File: src/rtl/tour_cmd_sequencer_pkg.sv
// Shared constants and types for the Knight tour command sequencer.
// The state enum and the response/opcode encodings live here so RTL and bench agree.
package tour_cmd_sequencer_pkg;

    localparam logic [7:0] ACK     = 8'hA5;
    localparam logic [3:0] OP_CAL  = 4'h0;
    localparam logic [3:0] OP_MOVE = 4'h4;
    localparam logic [3:0] OP_TOUR = 4'h6;

    typedef enum logic [2:0] {
        IDLE      = 3'd0,
        LOAD      = 3'd1,
        SEND      = 3'd2,
        WAIT_SNT  = 3'd3,
        WAIT_RESP = 3'd4
    } seq_state_t;

    // Calibration gets its own, shorter response window.
    function automatic logic is_cal(input logic [15:0] cmd_word);
        return (cmd_word[15:12] == OP_CAL);
    endfunction

endpackage

File: src/rtl/tour_cmd_sequencer_if.sv
// Host-queue and RemoteComm handshake bundle for the tour command sequencer.
// slave is the sequencer view; master is the host/transmitter view.
interface tour_cmd_sequencer_if;

    logic        push;
    logic [15:0] push_cmd;
    logic        full;
    logic        empty;
    logic        go;
    logic        abort;
    logic [15:0] cmd;
    logic        snd_cmd;
    logic        cmd_snt;
    logic        resp_rdy;
    logic [7:0]  resp;
    logic        busy;
    logic        done;
    logic        err;
    logic [15:0] err_cmd;
    logic        ovfl;

    modport slave (
        input  push, push_cmd, go, abort, cmd_snt, resp_rdy, resp,
        output full, empty, cmd, snd_cmd, busy, done, err, err_cmd, ovfl
    );

    modport master (
        output push, push_cmd, go, abort, cmd_snt, resp_rdy, resp,
        input  full, empty, cmd, snd_cmd, busy, done, err, err_cmd, ovfl
    );

endinterface

File: src/rtl/tour_cmd_sequencer_cmd_fifo.sv
// Command FIFO for the sequencer: DEPTH x WIDTH, power-of-two depth, wrapping pointers.
// A push while full is accepted only when a pop happens in the same cycle.
module tour_cmd_sequencer_cmd_fifo #(
    parameter int DEPTH = 8,
    parameter int WIDTH = 16
) (
    input  logic                   clk,
    input  logic                   rst,
    input  logic                   flush_i,
    input  logic                   push_i,
    input  logic [WIDTH-1:0]       data_i,
    input  logic                   pop_i,
    output logic [WIDTH-1:0]       head_o,
    output logic [$clog2(DEPTH):0] count_o,
    output logic                   full_o,
    output logic                   empty_o
);
    localparam int AW = $clog2(DEPTH);
    localparam int CW = AW + 1;

    logic [WIDTH-1:0] mem_q [DEPTH];
    logic [AW-1:0]    wr_ptr_q;
    logic [AW-1:0]    rd_ptr_q;
    logic [CW-1:0]    count_q;
    logic             wr_s;
    logic             rd_s;

    assign full_o  = (count_q == CW'(DEPTH));
    assign empty_o = (count_q == CW'(0));
    assign count_o = count_q;
    assign head_o  = mem_q[rd_ptr_q];
    assign rd_s    = pop_i && !empty_o;
    assign wr_s    = push_i && (!full_o || rd_s);

    // Pointer and occupancy tracking; flush empties the queue in one cycle.
    always_ff @(posedge clk or posedge rst) begin
        if (rst) begin
            wr_ptr_q <= AW'(0);
            rd_ptr_q <= AW'(0);
            count_q  <= CW'(0);
        end else if (flush_i) begin
            wr_ptr_q <= AW'(0);
            rd_ptr_q <= AW'(0);
            count_q  <= CW'(0);
        end else begin
            if (wr_s) wr_ptr_q <= wr_ptr_q + AW'(1);
            if (rd_s) rd_ptr_q <= rd_ptr_q + AW'(1);
            count_q <= count_q + CW'(wr_s) - CW'(rd_s);
        end
    end

    // Storage array.
    always_ff @(posedge clk) begin
        if (wr_s && !flush_i) mem_q[wr_ptr_q] <= data_i;
    end

endmodule

File: src/rtl/tour_cmd_sequencer.sv
// Issues queued Knight commands to RemoteComm one at a time and waits for each response.
// Acks advance, timeouts re-send up to MAX_RETRY times, NAKs or exhausted retries halt with err.
module tour_cmd_sequencer
    import tour_cmd_sequencer_pkg::*;
#(
    parameter int          DEPTH     = 8,
    parameter logic [23:0] MOVE_TMO  = 24'hFF_FFFF,
    parameter logic [23:0] CAL_TMO   = 24'h0F_FFFF,
    parameter int          MAX_RETRY = 2
) (
    input  logic                clk,
    input  logic                rst,
    tour_cmd_sequencer_if.slave bus
);
    localparam int CW = $clog2(DEPTH) + 1;

    seq_state_t    state_q, state_d;
    logic [15:0]   cmd_q, cmd_d;
    logic [15:0]   err_cmd_q, err_cmd_d;
    logic [23:0]   timer_q, timer_d;
    logic [23:0]   tmo_q, tmo_d;
    logic [7:0]    retry_q, retry_d;
    logic          err_q, err_d;
    logic          ovfl_q, ovfl_d;
    logic          done_q, done_d;
    logic [15:0]   fifo_head_s;
    logic [CW-1:0] fifo_count_s;
    logic          fifo_full_s, fifo_empty_s;
    logic          pop_s, snd_cmd_s, busy_s;
    logic          ack_s, nak_s, tmo_hit_s, retry_ok_s;

    tour_cmd_sequencer_cmd_fifo #(.DEPTH(DEPTH), .WIDTH(16)) u_fifo (
        .clk     (clk),
        .rst     (rst),
        .flush_i (bus.abort),
        .push_i  (bus.push),
        .data_i  (bus.push_cmd),
        .pop_i   (pop_s),
        .head_o  (fifo_head_s),
        .count_o (fifo_count_s),
        .full_o  (fifo_full_s),
        .empty_o (fifo_empty_s)
    );

    // A response in the timeout cycle takes precedence over the timeout.
    assign ack_s      = bus.resp_rdy && (bus.resp == ACK);
    assign nak_s      = bus.resp_rdy && (bus.resp != ACK);
    assign tmo_hit_s  = !bus.resp_rdy && (timer_q >= tmo_q);
    assign retry_ok_s = (retry_q < 8'(MAX_RETRY));

    // Next-state logic.
    always_comb begin
        state_d = state_q;
        if (bus.abort) begin
            state_d = IDLE;
        end else begin
            case (state_q)
                IDLE:      state_d = (bus.go && (fifo_count_s != CW'(0)) && !err_q) ? LOAD : IDLE;
                LOAD:      state_d = SEND;
                SEND:      state_d = WAIT_SNT;
                WAIT_SNT:  state_d = bus.cmd_snt ? WAIT_RESP : WAIT_SNT;
                WAIT_RESP: begin
                    if (ack_s)                        state_d = fifo_empty_s ? IDLE : LOAD;
                    else if (nak_s)                   state_d = IDLE;
                    else if (tmo_hit_s && retry_ok_s) state_d = SEND;
                    else if (tmo_hit_s)               state_d = IDLE;
                    else                              state_d = WAIT_RESP;
                end
                default:   state_d = IDLE;
            endcase
        end
    end

    // Datapath next values: command latch, timer, retries and sticky flags.
    always_comb begin
        cmd_d     = cmd_q;
        err_cmd_d = err_cmd_q;
        timer_d   = timer_q;
        tmo_d     = tmo_q;
        retry_d   = retry_q;
        err_d     = err_q;
        done_d    = 1'b0;
        ovfl_d    = ovfl_q | (bus.push & fifo_full_s & ~pop_s);
        if (bus.abort) begin
            err_d  = 1'b0;
            ovfl_d = 1'b0;
        end else begin
            case (state_q)
                LOAD: begin
                    cmd_d   = fifo_head_s;
                    retry_d = 8'd0;
                    tmo_d   = is_cal(fifo_head_s) ? CAL_TMO : MOVE_TMO;
                end
                WAIT_SNT: begin
                    if (bus.cmd_snt) timer_d = 24'd0;
                    else             timer_d = timer_q;
                end
                WAIT_RESP: begin
                    timer_d = (timer_q == 24'hFF_FFFF) ? timer_q : timer_q + 24'd1;
                    if (ack_s) begin
                        done_d = fifo_empty_s;
                    end else if (nak_s || (tmo_hit_s && !retry_ok_s)) begin
                        err_d     = 1'b1;
                        err_cmd_d = cmd_q;
                    end else if (tmo_hit_s) begin
                        retry_d = retry_q + 8'd1;
                    end else begin
                        retry_d = retry_q;
                    end
                end
                default: begin
                    cmd_d = cmd_q;
                end
            endcase
        end
    end

    // State-decoded outputs; abort suppresses the strobe and the pop in its own cycle.
    always_comb begin
        snd_cmd_s = 1'b0;
        busy_s    = 1'b0;
        pop_s     = 1'b0;
        case (state_q)
            IDLE:      busy_s = 1'b0;
            LOAD:      begin busy_s = 1'b1; pop_s = !bus.abort; end
            SEND:      begin busy_s = 1'b1; snd_cmd_s = !bus.abort; end
            WAIT_SNT:  busy_s = 1'b1;
            WAIT_RESP: busy_s = 1'b1;
            default:   busy_s = 1'b0;
        endcase
    end

    // State and datapath registers.
    always_ff @(posedge clk or posedge rst) begin
        if (rst) begin
            state_q   <= IDLE;
            cmd_q     <= 16'h0000;
            err_cmd_q <= 16'h0000;
            timer_q   <= 24'd0;
            tmo_q     <= 24'd0;
            retry_q   <= 8'd0;
            err_q     <= 1'b0;
            ovfl_q    <= 1'b0;
            done_q    <= 1'b0;
        end else begin
            state_q   <= state_d;
            cmd_q     <= cmd_d;
            err_cmd_q <= err_cmd_d;
            timer_q   <= timer_d;
            tmo_q     <= tmo_d;
            retry_q   <= retry_d;
            err_q     <= err_d;
            ovfl_q    <= ovfl_d;
            done_q    <= done_d;
        end
    end

    assign bus.cmd     = cmd_q;
    assign bus.snd_cmd = snd_cmd_s;
    assign bus.busy    = busy_s;
    assign bus.done    = done_q;
    assign bus.err     = err_q;
    assign bus.err_cmd = err_cmd_q;
    assign bus.ovfl    = ovfl_q;
    assign bus.full    = fifo_full_s;
    assign bus.empty   = fifo_empty_s;

endmodule
File: src/flat_wrapper.sv
// flat-port wrapper written by rule: the top's interface ports become plain ports
module tour_cmd_sequencer_flat import tour_cmd_sequencer_pkg::*;
#(
    parameter int          DEPTH     = 8,
    parameter logic [23:0] MOVE_TMO  = 24'hFF_FFFF,
    parameter logic [23:0] CAL_TMO   = 24'h0F_FFFF,
    parameter int          MAX_RETRY = 2
)
  (clk, rst, bus_push, bus_push_cmd, bus_go, bus_abort, bus_cmd_snt, bus_resp_rdy, bus_resp, bus_full, bus_empty, bus_cmd, bus_snd_cmd, bus_busy, bus_done, bus_err, bus_err_cmd, bus_ovfl);
  tour_cmd_sequencer_if bus_i ();
  input  logic clk;
  input  logic rst;
  input wire logic [$bits(bus_i.push)-1:0] bus_push;
  input wire logic [$bits(bus_i.push_cmd)-1:0] bus_push_cmd;
  input wire logic [$bits(bus_i.go)-1:0] bus_go;
  input wire logic [$bits(bus_i.abort)-1:0] bus_abort;
  input wire logic [$bits(bus_i.cmd_snt)-1:0] bus_cmd_snt;
  input wire logic [$bits(bus_i.resp_rdy)-1:0] bus_resp_rdy;
  input wire logic [$bits(bus_i.resp)-1:0] bus_resp;
  output wire logic [$bits(bus_i.full)-1:0] bus_full;
  output wire logic [$bits(bus_i.empty)-1:0] bus_empty;
  output wire logic [$bits(bus_i.cmd)-1:0] bus_cmd;
  output wire logic [$bits(bus_i.snd_cmd)-1:0] bus_snd_cmd;
  output wire logic [$bits(bus_i.busy)-1:0] bus_busy;
  output wire logic [$bits(bus_i.done)-1:0] bus_done;
  output wire logic [$bits(bus_i.err)-1:0] bus_err;
  output wire logic [$bits(bus_i.err_cmd)-1:0] bus_err_cmd;
  output wire logic [$bits(bus_i.ovfl)-1:0] bus_ovfl;
  assign bus_i.push = bus_push;
  assign bus_i.push_cmd = bus_push_cmd;
  assign bus_i.go = bus_go;
  assign bus_i.abort = bus_abort;
  assign bus_i.cmd_snt = bus_cmd_snt;
  assign bus_i.resp_rdy = bus_resp_rdy;
  assign bus_i.resp = bus_resp;
  assign bus_full = bus_i.full;
  assign bus_empty = bus_i.empty;
  assign bus_cmd = bus_i.cmd;
  assign bus_snd_cmd = bus_i.snd_cmd;
  assign bus_busy = bus_i.busy;
  assign bus_done = bus_i.done;
  assign bus_err = bus_i.err;
  assign bus_err_cmd = bus_i.err_cmd;
  assign bus_ovfl = bus_i.ovfl;
  tour_cmd_sequencer #(.DEPTH(DEPTH), .MOVE_TMO(MOVE_TMO), .CAL_TMO(CAL_TMO), .MAX_RETRY(MAX_RETRY)) u_core (.clk(clk), .rst(rst), .bus(bus_i));
endmodule
File: config.mk
export PLATFORM = sky130hd
export DESIGN_NAME = tour_cmd_sequencer_flat
export DESIGN_NICKNAME = d
export VERILOG_FILES = /design/src/rtl/tour_cmd_sequencer_pkg.sv /design/src/rtl/tour_cmd_sequencer_if.sv /design/src/rtl/tour_cmd_sequencer_cmd_fifo.sv /design/src/rtl/tour_cmd_sequencer.sv /design/src/flat_wrapper.sv
export SDC_FILE = /design/constraint.sdc
export NUM_CORES = 1
export LEC_CHECK = 0
export CAP_MARGIN = 20
export CORE_ASPECT_RATIO = 0.9
export CORE_MARGIN = 2
export CORE_UTILIZATION = 34
export DETAILED_ROUTE_END_ITERATION = 8
export SYNTH_ARGS = -nofsm -noshare
export SYNTH_HDL_FRONTEND = slang
export SYNTH_HIERARCHICAL = 1
export SYNTH_SLANG_ARGS = --single-unit
export TNS_END_PERCENT = 1
File: constraint.sdc
create_clock -name clk -period 3.93 [get_ports clk]
set_clock_uncertainty 0.2 [all_clocks]
set_input_delay 0.393 -clock clk [delete_from_list [all_inputs] [get_ports clk]]
set_output_delay 0.393 -clock clk [all_outputs]
set_load 0.005 [all_outputs]
==> flow_metrics.tcl, run 1 <==
set metrics [dict create \
    hold_violations 0 \
    outcome "finished, final reports clean" \
    core_area_um2 27200 \
    synth-seq-area-share 0.622 \
    p_sw_mw 1.56 \
    gp_congestion 0.754 \
    crit_buf_inv 2 \
    busiest_layer "met2" \
    dp_slack_ns 0.430 \
    vias_per_cell 5.11 \
    dr_total_vias 5589 \
    drc 0 \
    cts_tree "done" \
    reg2reg_slack_ns 0.39 \
    nets 790 \
    ctsLongestPathBuffers 3 \
    routed_wl_um 20000 \
    setup_slack_ns 0.388 \
    slew_headroom 0.346 \
    worstHoldPathType "in -> async" \
    min_period_over_period 0.901 \
    die_h_um 162 \
    combPwrFrac 0.170 \
    clock-sinks 210 \
    setup_viol 0 \
    grt_setup_unrepaired "no" \
    slowest_delay_ns 0.58 \
    cts_setup_buffers 0 \
    final_common_cell "edfxtp_1" \
    max_cap_viol_count 0 \
    cp_top_family "compound AO/OA/AOI/OAI gates" \
    synth_cell_type_count 66 \
    path_max_fanout 17 \
    syn_nets 705 \
    rows 57 \
    dr.pass1.iters 4 \
    holdBufCountCts 0 \
    p_per_area_nw_per_um2 520 \
    drt_iter0_markers 377 \
    grt_pass1_wl_um 32200 \
    use_met2 0.226 \
    synthFlopType "edfxtp_1" \
    dpl.hpwl_um 13200 \
    drtAntennaViolNets 0 \
    cp.required_ns 4.13 \
    numCtsBuffers 23 \
    synth_area_leaders "edfxtp_1 (41%), dfrtp_1 (22%), mux4_2 (7.6%)" \
    tns_ns 0 \
    clkPwrFrac 0.347 \
    tightest_slew_ns 0.980 \
    p_total_mw 5.90 \
    post_cts_resized 0 \
    die_w_um 180 \
    antenna_found_initial 1 \
    p_int_mw 4.34 \
    grt_max_degree 42 \
    cp-end-kind "flip-flop" \
    clk-insertion-delay-late_ns 0.52 \
    fmax_mhz 282 \
    cp.arrival_ns 3.74 \
    syn_inst 640 \
    dieArea_um2 29200 \
    synth_area_um2 9480 \
    critPathSlowestCell "o41ai_2" \
    swShare 0.264 \
    vdd_ir_drop_max_v 0.000288 \
    initial_core_util 0.349 \
    track_usage 0.139 \
    htree_levels 1 \
    grt_pass1_vias 5541 \
    ios 70 \
    async_reset_ff_frac 0.390 \
    cts_root_buffer "clkbuf_16" \
    synth_edf_count 128 \
    wl_per_cell_um 18.3 \
    crit_chain "inv_1 > buf_4 > ha_1 > a21oi_1 > o21ai_0 > o41ai_2 > a211oi_4 > or2_1 > mux2_4" \
    synthToLayoutAreaGrowth_pct 19.6 \
    synth_warnings 6 \
    final_cell_mix "edfxtp_1 (128), dfrtp_1 (80), clkdlybuf4s50_1 (69)" \
    path_class "reg -> reg" \
    grt_util_met1 0.197 \
    io_buffers 69 \
    maxSlewViolCount 0 \
    seqPwrFrac 0.483 \
    clk_pin_slew_ns 0.06 \
    critPathLaunchType "flip-flop" \
    synth-seq-cells 210 \
    avgSynthCellArea_um2 14.8 \
    drive_gt1_frac 0.193 \
    p_leak_nw 4.22 \
    overflow 0 \
    met3_usage 0.0246 \
    n_fill_cell 2472 \
    synth_top_area_share 0.406 \
    yosys.area.top_type "edfxtp_1" \
    period_needed_ns 3.54 \
    antenna_cells 0 \
]
-- layout make-up --
class | count | area (µm²) | area share
sequential | 210 | 5900 | 0.521
multi-input combinational | 383 | 3360 | 0.296
timing repair buffer | 88 | 846 | 0.0747
clock buffer | 30 | 622 | 0.0549
tap | 354 | 443 | 0.0391
clock inverter | 10 | 93.8 | 0.00828
inverter | 19 | 71.3 | 0.00629
-- Yosys cell counts (8+ instances only) --
cell type and instances:
a21oi_1 17, buf_6 8, clkbuf_1 13, dfrtp_1 82
edfxtp_1 128, ha_1 33, inv_1 19, mux2_2 33
mux2_4 10, mux4_2 32, nand2_1 36, nand2b_1 8
nand3_1 13, nand4_1 11, nor2_1 47, nor2b_1 11
nor3_1 9, o21ai_0 26, xor2_1 9
-- worst paths after layout --
path,from,cells past startpoint,to
min in group clk,u_core/retry_q[2]$_DFFE_PP0P_,2,u_core/retry_q[2]$_DFFE_PP0P_
worst max-delay path,u_core/tmo_q[19]$_DFFE_PP0P_,9,u_core/bus.err_cmd[3]$_DFFE_PP0P_
max in group asynchronous,rst,3,u_core/bus.err_cmd[5]$_DFFE_PP0P_
worst max register to register,u_core/tmo_q[19]$_DFFE_PP0P_,9,u_core/bus.err_cmd[3]$_DFFE_PP0P_
worst min-delay path,rst,2,u_core/u_fifo/count_o[2]$_DFF_PP0_
worst min register to register,u_core/retry_q[2]$_DFFE_PP0P_,2,u_core/retry_q[2]$_DFFE_PP0P_
-- layer usage --
metal / wire (µm) / part of all wire
met2: 9470 / 0.47
met1: 9470 / 0.47
met5: 13 / 0.00065
met3: 746 / 0.037
met4: 336 / 0.017
-- cell families (layout without fill, tap and decap cells) --
| kind of cell | Yosys count | count (layout) | synth area share |
|---|---|---|---|
| DFF | 210 | 210 | 0.622 |
| and+or+nand+nor | 175 | 175 | 0.0982 |
| AOI/OAI and AO/OA | 83 | 83 | 0.0617 |
| muxes | 77 | 77 | 0.133 |
| buffers and inverters | 47 | 147 | 0.0260 |
| adders and majority gates | 34 | 34 | 0.0457 |
| xor gates and xnor gates | 14 | 14 | 0.0129 |
-- registers in the layout, summed over array words and instances, names as in the netlist --
register	cells
u_core/u_fifo/mem_q	128
u_core/timer_q	24
u_core/bus.cmd	16
u_core/bus.err_cmd	16
u_core/retry_q	8
u_core/u_fifo/count_o	4
u_core/state_q	3
u_core/u_fifo/rd_ptr_q	3
u_core/u_fifo/wr_ptr_q	3
u_core/tmo_q	2
u_core/bus.done	1
u_core/bus.err	1
u_core/bus.ovfl	1
-- metrics by stage --
| step | utilization | cell area, µm² | instances | hold slack [ns] |
|---|---|---|---|---|
| final | 0.417 | 11300 | 1094 | 0.0448 |
| after global routing | 0.417 | 11300 | 1094 | 0.0830 |
| after CTS | 0.417 | 11300 | 1094 | 0.0248 |
| after detailed placement | 0.391 | 10600 | 1054 | 0.284 |
| after global placement | 0.391 | 10600 | 1054 | 0.278 |
| after floorplan | - | 9480 | 640 | 0.0332 |
-- power groups by stage --
stage	Sequential (mW)	Combinational (mW)	Clock, mW
after floorplan	2.79	0.586	0
after global placement	2.89	0.995	0
after detailed placement	2.89	1.02	0
after CTS	2.86	1.02	2.10
after global routing	2.89	1.11	2.20
final	2.85	1.00	2.04
Note: power is estimated with default switching activity, not from simulation.
==> run 2, diff against run 1 <==
- SLEW_MARGIN: default -> 15
==> results of run 2 <==
Final layout, timing and power as in run 1 (identical DEF).
==> run 3, diff against run 2 <==
- GPL_ROUTABILITY_DRIVEN: default -> 0
==> results of run 3 <==
Final layout, timing and power as in run 1 (identical DEF).
